### src/rtl/alu_decode_stage_pkg.sv
// Shared decode constants: ALU select codes, RV32I opcode/funct fields and
// the decode-stage state encoding. Also imported by the execute-stage ALU.
package alu_decode_stage_pkg;

    localparam logic [6:0] OPC_OP_IMM = 7'b0010011;
    localparam logic [6:0] OPC_OP     = 7'b0110011;

    localparam logic [2:0] F3_ADD_SUB = 3'b000;
    localparam logic [2:0] F3_SLL     = 3'b001;
    localparam logic [2:0] F3_SLT     = 3'b010;
    localparam logic [2:0] F3_SLTU    = 3'b011;
    localparam logic [2:0] F3_XOR     = 3'b100;
    localparam logic [2:0] F3_SRL_SRA = 3'b101;
    localparam logic [2:0] F3_OR      = 3'b110;
    localparam logic [2:0] F3_AND     = 3'b111;

    localparam logic [6:0] F7_BASE = 7'b0000000;
    localparam logic [6:0] F7_ALT  = 7'b0100000;

    localparam logic [5:0] ALU_ADDI    = 6'b010011;
    localparam logic [5:0] ALU_SLTI    = 6'b010100;
    localparam logic [5:0] ALU_SLTIU   = 6'b010101;
    localparam logic [5:0] ALU_XORI    = 6'b010110;
    localparam logic [5:0] ALU_ORI     = 6'b010111;
    localparam logic [5:0] ALU_ANDI    = 6'b011000;
    localparam logic [5:0] ALU_SLLI    = 6'b011001;
    localparam logic [5:0] ALU_SRLI    = 6'b011010;
    localparam logic [5:0] ALU_SRAI    = 6'b011011;
    localparam logic [5:0] ALU_ADD     = 6'b011100;
    localparam logic [5:0] ALU_SLL     = 6'b011101;
    localparam logic [5:0] ALU_SLT     = 6'b011110;
    localparam logic [5:0] ALU_SLTU    = 6'b011111;
    localparam logic [5:0] ALU_XOR     = 6'b100000;
    localparam logic [5:0] ALU_SRL     = 6'b100001;
    localparam logic [5:0] ALU_OR      = 6'b100010;
    localparam logic [5:0] ALU_AND     = 6'b100011;
    localparam logic [5:0] ALU_SUB     = 6'b100100;
    localparam logic [5:0] ALU_SRA     = 6'b100101;
    localparam logic [5:0] ALU_ILLEGAL = 6'b111111;

    typedef enum logic {
        ST_RUN  = 1'b0,
        ST_TRAP = 1'b1
    } stage_state_e;

    function automatic logic [31:0] sext12(input logic [11:0] v);
        return {{20{v[11]}}, v};
    endfunction

endpackage

### src/rtl/alu_select_decoder.sv
// Purely combinational RV32I ALU-instruction decoder: maps an instruction word
// to an ALU select code, immediate, operand fields and write-enable.
module alu_select_decoder
    import alu_decode_stage_pkg::*;
(
    input  logic [31:0] instr,
    output logic [5:0]  aluSelect,
    output logic [4:0]  rs1,
    output logic [4:0]  rs2,
    output logic [4:0]  rd,
    output logic [31:0] imm,
    output logic        use_imm,
    output logic        reg_write,
    output logic        illegal
);

    logic [6:0] opcode;
    logic [2:0] funct3;
    logic [6:0] funct7;
    logic       legal;

    assign opcode = instr[6:0];
    assign funct3 = instr[14:12];
    assign funct7 = instr[31:25];
    assign rs1    = instr[19:15];
    assign rs2    = instr[24:20];
    assign rd     = instr[11:7];

    always_comb begin
        aluSelect = ALU_ILLEGAL;
        imm       = 32'h0;
        use_imm   = 1'b0;
        legal     = 1'b0;
        case (opcode)
            OPC_OP_IMM: begin
                case (funct3)
                    F3_ADD_SUB: begin aluSelect = ALU_ADDI;  legal = 1'b1; end
                    F3_SLT:     begin aluSelect = ALU_SLTI;  legal = 1'b1; end
                    F3_SLTU:    begin aluSelect = ALU_SLTIU; legal = 1'b1; end
                    F3_XOR:     begin aluSelect = ALU_XORI;  legal = 1'b1; end
                    F3_OR:      begin aluSelect = ALU_ORI;   legal = 1'b1; end
                    F3_AND:     begin aluSelect = ALU_ANDI;  legal = 1'b1; end
                    F3_SLL: begin
                        if (funct7 == F7_BASE) begin
                            aluSelect = ALU_SLLI;
                            legal     = 1'b1;
                        end
                    end
                    F3_SRL_SRA: begin
                        if (funct7 == F7_BASE) begin
                            aluSelect = ALU_SRLI;
                            legal     = 1'b1;
                        end else if (funct7 == F7_ALT) begin
                            aluSelect = ALU_SRAI;
                            legal     = 1'b1;
                        end
                    end
                    default: ;
                endcase
                if (legal) begin
                    use_imm = 1'b1;
                    // Shifts carry only a 5-bit shamt; funct7 is not part of the operand.
                    if (funct3 == F3_SLL || funct3 == F3_SRL_SRA)
                        imm = {27'h0, instr[24:20]};
                    else
                        imm = sext12(instr[31:20]);
                end
            end
            OPC_OP: begin
                if (funct7 == F7_BASE) begin
                    legal = 1'b1;
                    case (funct3)
                        F3_ADD_SUB: aluSelect = ALU_ADD;
                        F3_SLL:     aluSelect = ALU_SLL;
                        F3_SLT:     aluSelect = ALU_SLT;
                        F3_SLTU:    aluSelect = ALU_SLTU;
                        F3_XOR:     aluSelect = ALU_XOR;
                        F3_SRL_SRA: aluSelect = ALU_SRL;
                        F3_OR:      aluSelect = ALU_OR;
                        default:    aluSelect = ALU_AND;
                    endcase
                end else if (funct7 == F7_ALT) begin
                    if (funct3 == F3_ADD_SUB) begin
                        aluSelect = ALU_SUB;
                        legal     = 1'b1;
                    end else if (funct3 == F3_SRL_SRA) begin
                        aluSelect = ALU_SRA;
                        legal     = 1'b1;
                    end
                end
            end
            default: ;
        endcase
    end

    assign illegal   = !legal;
    assign reg_write = legal && (rd != 5'd0);

endmodule

### src/rtl/alu_decode_stage.sv
// Registered decode stage: valid/ready handshake around alu_select_decoder,
// RUN/TRAP control on illegal instructions and a saturating illegal counter.
module alu_decode_stage
    import alu_decode_stage_pkg::*;
#(
    parameter int ILL_CNT_W = 8
) (
    input  logic                 clk,
    input  logic                 reset,
    input  logic                 in_valid,
    output logic                 in_ready,
    input  logic [31:0]          in_instr,
    input  logic [31:0]          in_pc,
    input  logic                 flush,
    output logic                 out_valid,
    input  logic                 out_ready,
    output logic [5:0]           aluSelect,
    output logic [4:0]           rs1,
    output logic [4:0]           rs2,
    output logic [4:0]           rd,
    output logic [31:0]          imm,
    output logic                 use_imm,
    output logic                 reg_write,
    output logic                 illegal,
    output logic [31:0]          out_pc,
    output logic                 trap,
    output logic [ILL_CNT_W-1:0] ill_count
);

    logic [5:0]  dec_sel;
    logic [4:0]  dec_rs1, dec_rs2, dec_rd;
    logic [31:0] dec_imm;
    logic        dec_use_imm, dec_reg_write, dec_illegal;

    alu_select_decoder u_dec (
        .instr     (in_instr),
        .aluSelect (dec_sel),
        .rs1       (dec_rs1),
        .rs2       (dec_rs2),
        .rd        (dec_rd),
        .imm       (dec_imm),
        .use_imm   (dec_use_imm),
        .reg_write (dec_reg_write),
        .illegal   (dec_illegal)
    );

    stage_state_e        state_q, state_d;
    logic                valid_q, valid_d;
    logic [5:0]          sel_q, sel_d;
    logic [4:0]          rs1_q, rs1_d, rs2_q, rs2_d, rd_q, rd_d;
    logic [31:0]         imm_q, imm_d, pc_q, pc_d;
    logic                use_imm_q, use_imm_d;
    logic                reg_write_q, reg_write_d;
    logic                illegal_q, illegal_d;
    logic [ILL_CNT_W-1:0] cnt_q, cnt_d;
    logic                accept;

    // Flush blocks acceptance so a concurrent input is dropped, not latched.
    assign in_ready = (state_q == ST_RUN) && (!valid_q || out_ready) && !flush;
    assign accept   = in_valid && in_ready;

    always_comb begin
        state_d     = state_q;
        valid_d     = valid_q;
        sel_d       = sel_q;
        rs1_d       = rs1_q;
        rs2_d       = rs2_q;
        rd_d        = rd_q;
        imm_d       = imm_q;
        pc_d        = pc_q;
        use_imm_d   = use_imm_q;
        reg_write_d = reg_write_q;
        illegal_d   = illegal_q;
        cnt_d       = cnt_q;
        if (flush) begin
            valid_d = 1'b0;
            state_d = ST_RUN;
        end else if (accept) begin
            valid_d     = 1'b1;
            sel_d       = dec_sel;
            rs1_d       = dec_rs1;
            rs2_d       = dec_rs2;
            rd_d        = dec_rd;
            imm_d       = dec_imm;
            pc_d        = in_pc;
            use_imm_d   = dec_use_imm;
            reg_write_d = dec_reg_write;
            illegal_d   = dec_illegal;
            if (dec_illegal) begin
                state_d = ST_TRAP;
                if (cnt_q != {ILL_CNT_W{1'b1}})
                    cnt_d = cnt_q + ILL_CNT_W'(1);
            end
        end else if (out_ready) begin
            valid_d = 1'b0;
        end
    end

    always_ff @(posedge clk) begin
        if (reset) begin
            state_q     <= ST_RUN;
            valid_q     <= 1'b0;
            sel_q       <= ALU_ILLEGAL;
            rs1_q       <= 5'd0;
            rs2_q       <= 5'd0;
            rd_q        <= 5'd0;
            imm_q       <= 32'h0;
            pc_q        <= 32'h0;
            use_imm_q   <= 1'b0;
            reg_write_q <= 1'b0;
            illegal_q   <= 1'b0;
            cnt_q       <= '0;
        end else begin
            state_q     <= state_d;
            valid_q     <= valid_d;
            sel_q       <= sel_d;
            rs1_q       <= rs1_d;
            rs2_q       <= rs2_d;
            rd_q        <= rd_d;
            imm_q       <= imm_d;
            pc_q        <= pc_d;
            use_imm_q   <= use_imm_d;
            reg_write_q <= reg_write_d;
            illegal_q   <= illegal_d;
            cnt_q       <= cnt_d;
        end
    end

    assign out_valid = valid_q;
    assign aluSelect = sel_q;
    assign rs1       = rs1_q;
    assign rs2       = rs2_q;
    assign rd        = rd_q;
    assign imm       = imm_q;
    assign use_imm   = use_imm_q;
    assign reg_write = reg_write_q;
    assign illegal   = illegal_q;
    assign out_pc    = pc_q;
    assign trap      = (state_q == ST_TRAP);
    assign ill_count = cnt_q;

endmodule

### config.mk
export PLATFORM = sky130hd
export DESIGN_NAME = alu_decode_stage
export DESIGN_NICKNAME = d
export VERILOG_FILES = /design/src/rtl/alu_decode_stage_pkg.sv /design/src/rtl/alu_select_decoder.sv /design/src/rtl/alu_decode_stage.sv
export SDC_FILE = /design/constraint.sdc
export NUM_CORES = 1
export LEC_CHECK = 0
export ABC_AREA = 0
export CORE_ASPECT_RATIO = 0.7
export CORE_UTILIZATION = 36
export DETAILED_ROUTE_END_ITERATION = 8
export PLACE_DENSITY = 0.76
export RECOVER_POWER = 50
export SLEW_MARGIN = 20
export SYNTH_ARGS = -nofsm -noshare
export SYNTH_HDL_FRONTEND = slang
export SYNTH_SLANG_ARGS = --single-unit
### constraint.sdc
create_clock -name clk -period 2 [get_ports clk]
set_input_delay 0.6 -clock clk [delete_from_list [all_inputs] [get_ports clk]]
set_output_delay 0.6 -clock clk [all_outputs]
set_load 0.01 [all_outputs]
==> results.md <==
* Final wirelength at 10,300 um
* Worst flop-to-flop path startpoint: trap$_SDFFE_PP0P_
* Setup TNS at 0 ps
* Average wire per cell in the routed design at roughly 14 um
* GRT Total Usage at 20.8%
* Avg Inst Size Synth at about 8 um^2
* Area of the multi-input gates at between 1500 and 2000 um^2
* Grt ovf at 0
* Worst-path clk slew at about 60 ps
* Adder-cell share of the synthesized area at less than 1%
* Mapped cell area at roughly 3300 um^2
* First-pass GRT wire length at around 15,000 um
* Flop2flop setup slack at roughly 290 ps
* Main combinational cell family by area after synthesis: simple AND/OR/NAND/NOR gates
* Setup WS pre-CTS at -612 ps
* Final WS setup at approximately 56 ps
* DRC errors left at 0
* Crit. path cell count at 1
* Std-Cell Rows at 28
* Num CTS Buffers at 9
* Fin. Hold Viols at 0
* DRT Pass-1 Iters at 4
* Synth top area share at between 40% and 50%
* Top delay family on crit path: buffers and inverters
* Synth Instances at 410
* Clk_skew at approximately 2.8 ps
* Vias in the first global route at ~3.3k
* Lkg Pwr at between 2 and 2.5 nW
* Worst hold margin at 451 ps
* FILL cells at ~740
* Fin crit period at approximately 1900 ps
* Clock Latency Late Sink at 320 ps
* Async S/R FF share, synth at 0%
* Most frequent cells in the layout: nand2_1 (104), dfxtp_1 (77), clkdlybuf4s50_1 (75)
* Worst Hold Class: reg -> reg
* Yosys warnings at 0
* CP endpoint kind: output port
* Unique masters post-synth at 55
* Antenna diode count at 0
* Crit path to: ill_count[2]
* Worst Path Buf+Inv at 1
* Clock buffer depth at 2
* Post-DP HPWL at between 7000 and 8000 um
* Fin util at approximately 65%
* Sequential area share after synthesis at between 40% and 50%
* Critical Path Max Stage Delay at just under 600 ps
* Clk sink count at 78
* Worst VDD drop at about 600 uV
* Slew Viols, Final at 0
* WS Path Type: reg -> out
* Largest net degree at the start of global routing at 42
* Post-route ant nets at 0
* Die extent in y at about 83 um
* Max frequency at approximately 510 MHz
* Sequential cell area at ~1600 um^2
* Initial Utilization at 38.3%
* Vias after detailed routing at roughly 3.5k
* Detailed Route Iter0 Violations at roughly 240
* Syn nets at 480
* Area growth syn-to-layout at 69.3%
* Mux cell area share after synthesis at 0.974%
* CP max stage cell: clkdlybuf4s50_1
* Chip width at 117 um
* EDFF count, synth at 0
* Core area at between 8000 and 9000 um^2
* CP Launch Type: flop
* Critical Path AT at about 1300 ps
* Fin crit share at a little over nine tenths
* Nets@finish at 660
* Worst Setup SP: ill_count[2]$_SDFFE_PP0P_
* Cell Pwr Density at 655 nW/um^2
* Synth area leader: dfxtp_1
* Vias per inst at ~5
* Critical Path RT at about 1400 ps
* Max Cap Viol at 0
* Worst slew margin at between 60% and 70%
* Share of layout cells above drive strength 1 at 18.3%
* Synth Flop Type: dfxtp_1
* Post-Synth XOR/XNOR Area at less than 1%
* H-tree depth at 3
* Initial antenna violation count at 0
* Synth Register Bits at between 70 and 80
* Worst-path cell chain: clkdlybuf4s50_1
* Port Buf Inserts at approximately 170
* Worst-Margin Slew at 494 ps
* Ranking of synthesized cells by area: dfxtp_1 (47%), nand2_1 (12%), a21oi_1 (9.7%)
* Complex-gate fraction of the synthesized area at about a fifth
* TritonCTS clock tree: yes
* Post-Synth Simple-Gate Area at approximately a quarter
* Top Ports at approximately 170
* Clock root buffer: clkbuf_16
* Total power at 3.70 mW
* Status: finished clean
* Placer Congestion at 0.883
* R2r endpoint: ill_count[7]$_SDFFE_PP0P_
* Total die area at just under 10,000 um^2
* Commonest non-fill, non-tap cell in the layout: nand2_1
* Worst reg2reg path depth at 8
* Crit-path max FO at 7
* # setup viols final at 0
[metal layers]
metal / wire length [um] / global-route usage (%) / vias up
met5: 0 / 0 / -
met4: 102 / 6.08 / 0
met3: 954 / 8.83 / 9
met2: 4780 / 35.1 / 128
met1: 4460 / 24.2 / 1598
li1: - / - / 1739
[power breakdown]
group          internal [mW]  switching, mW  leakage [nW]
logic                  0.289          0.247          1.56
registers               1.61         0.0261         0.635
clock network          0.938          0.596         0.142
total                   2.83          0.870          2.34
[worst reg2reg max path: cells and delay by family, from the launching register on]
kind,cells,cell delay [ps]
simple gates,3,480
compound gates,2,390
buf+inv,3,370
flops,1,330
[final cells by class]
type | count | area share (%)
timing repair buffer | 217 | 35.9
multi-input combinational | 278 | 28.3
sequential | 78 | 27.6
clock buffer | 13 | 4.78
tap | 120 | 2.65
inverter | 6 | 0.398
clock inverter | 3 | 0.310
[worst min-delay path by stage]
stage | start | end | slack [ps] | depth (start not counted)
after global routing | out_pc[17]$_SDFFE_PP0P_ | out_pc[17]$_SDFFE_PP0P_ | 470 | 2
final | out_pc[14]$_SDFFE_PP0P_ | out_pc[14]$_SDFFE_PP0P_ | 450 | 2
after CTS | out_pc[21]$_SDFFE_PP0P_ | out_pc[21]$_SDFFE_PP0P_ | 450 | 2
after detailed placement | out_pc[21]$_SDFFE_PP0P_ | out_pc[21]$_SDFFE_PP0P_ | 450 | 2
after floorplan | imm[0]$_SDFFE_PP0P_ | imm[0]$_SDFFE_PP0P_ | 480 | 2
after global placement | imm[1]$_SDFFE_PP0P_ | imm[1]$_SDFFE_PP0P_ | 440 | 2
[registers in the layout (all words and copies together), names as in the netlist]
name,cells
trap,1
ill_count,8
rs2,5
rd,5
out_pc,32
rs1,5
reg_write,1
aluSelect,6
illegal,1
out_valid,1
use_imm,1
imm,12
[cells by family after synthesis]
group | count (synthesis)
fa+ha+maj | 1
mux | 3
compound gates | 103
buf+inv | 54
flops | 78
xor+xnor | 2
simple gates | 169
[metrics by stage]
step | cells | area, um^2
final | 715 | 5660
after CTS | 713 | 5650
after global routing | 715 | 5660
after global placement | 691 | 5250
after floorplan | 410 | 3340
after detailed placement | 691 | 5250
[synthesized netlist by cell type, types with 4 or more instances]
master and instances:
a22oi_1 7, nand3_1 13, nor3_1 5, dfxtp_1 78, clkbuf_1 21, nor2_1 18, buf_4 20, nand2b_1 4
o21ai_0 6, nand2_1 105, inv_1 6, a21oi_1 65
[what timing repair did]
item / 4_1_cts / 5_1_grt
pin swaps: 15 / 10
resized for setup: 67 / 29
setup endpoints to repair: 49 / 28
setup buffers: 6 / 1
hold buffers: 0 / 0
gates cloned: 1 / 1
Power figures use the tool's default switching activity.
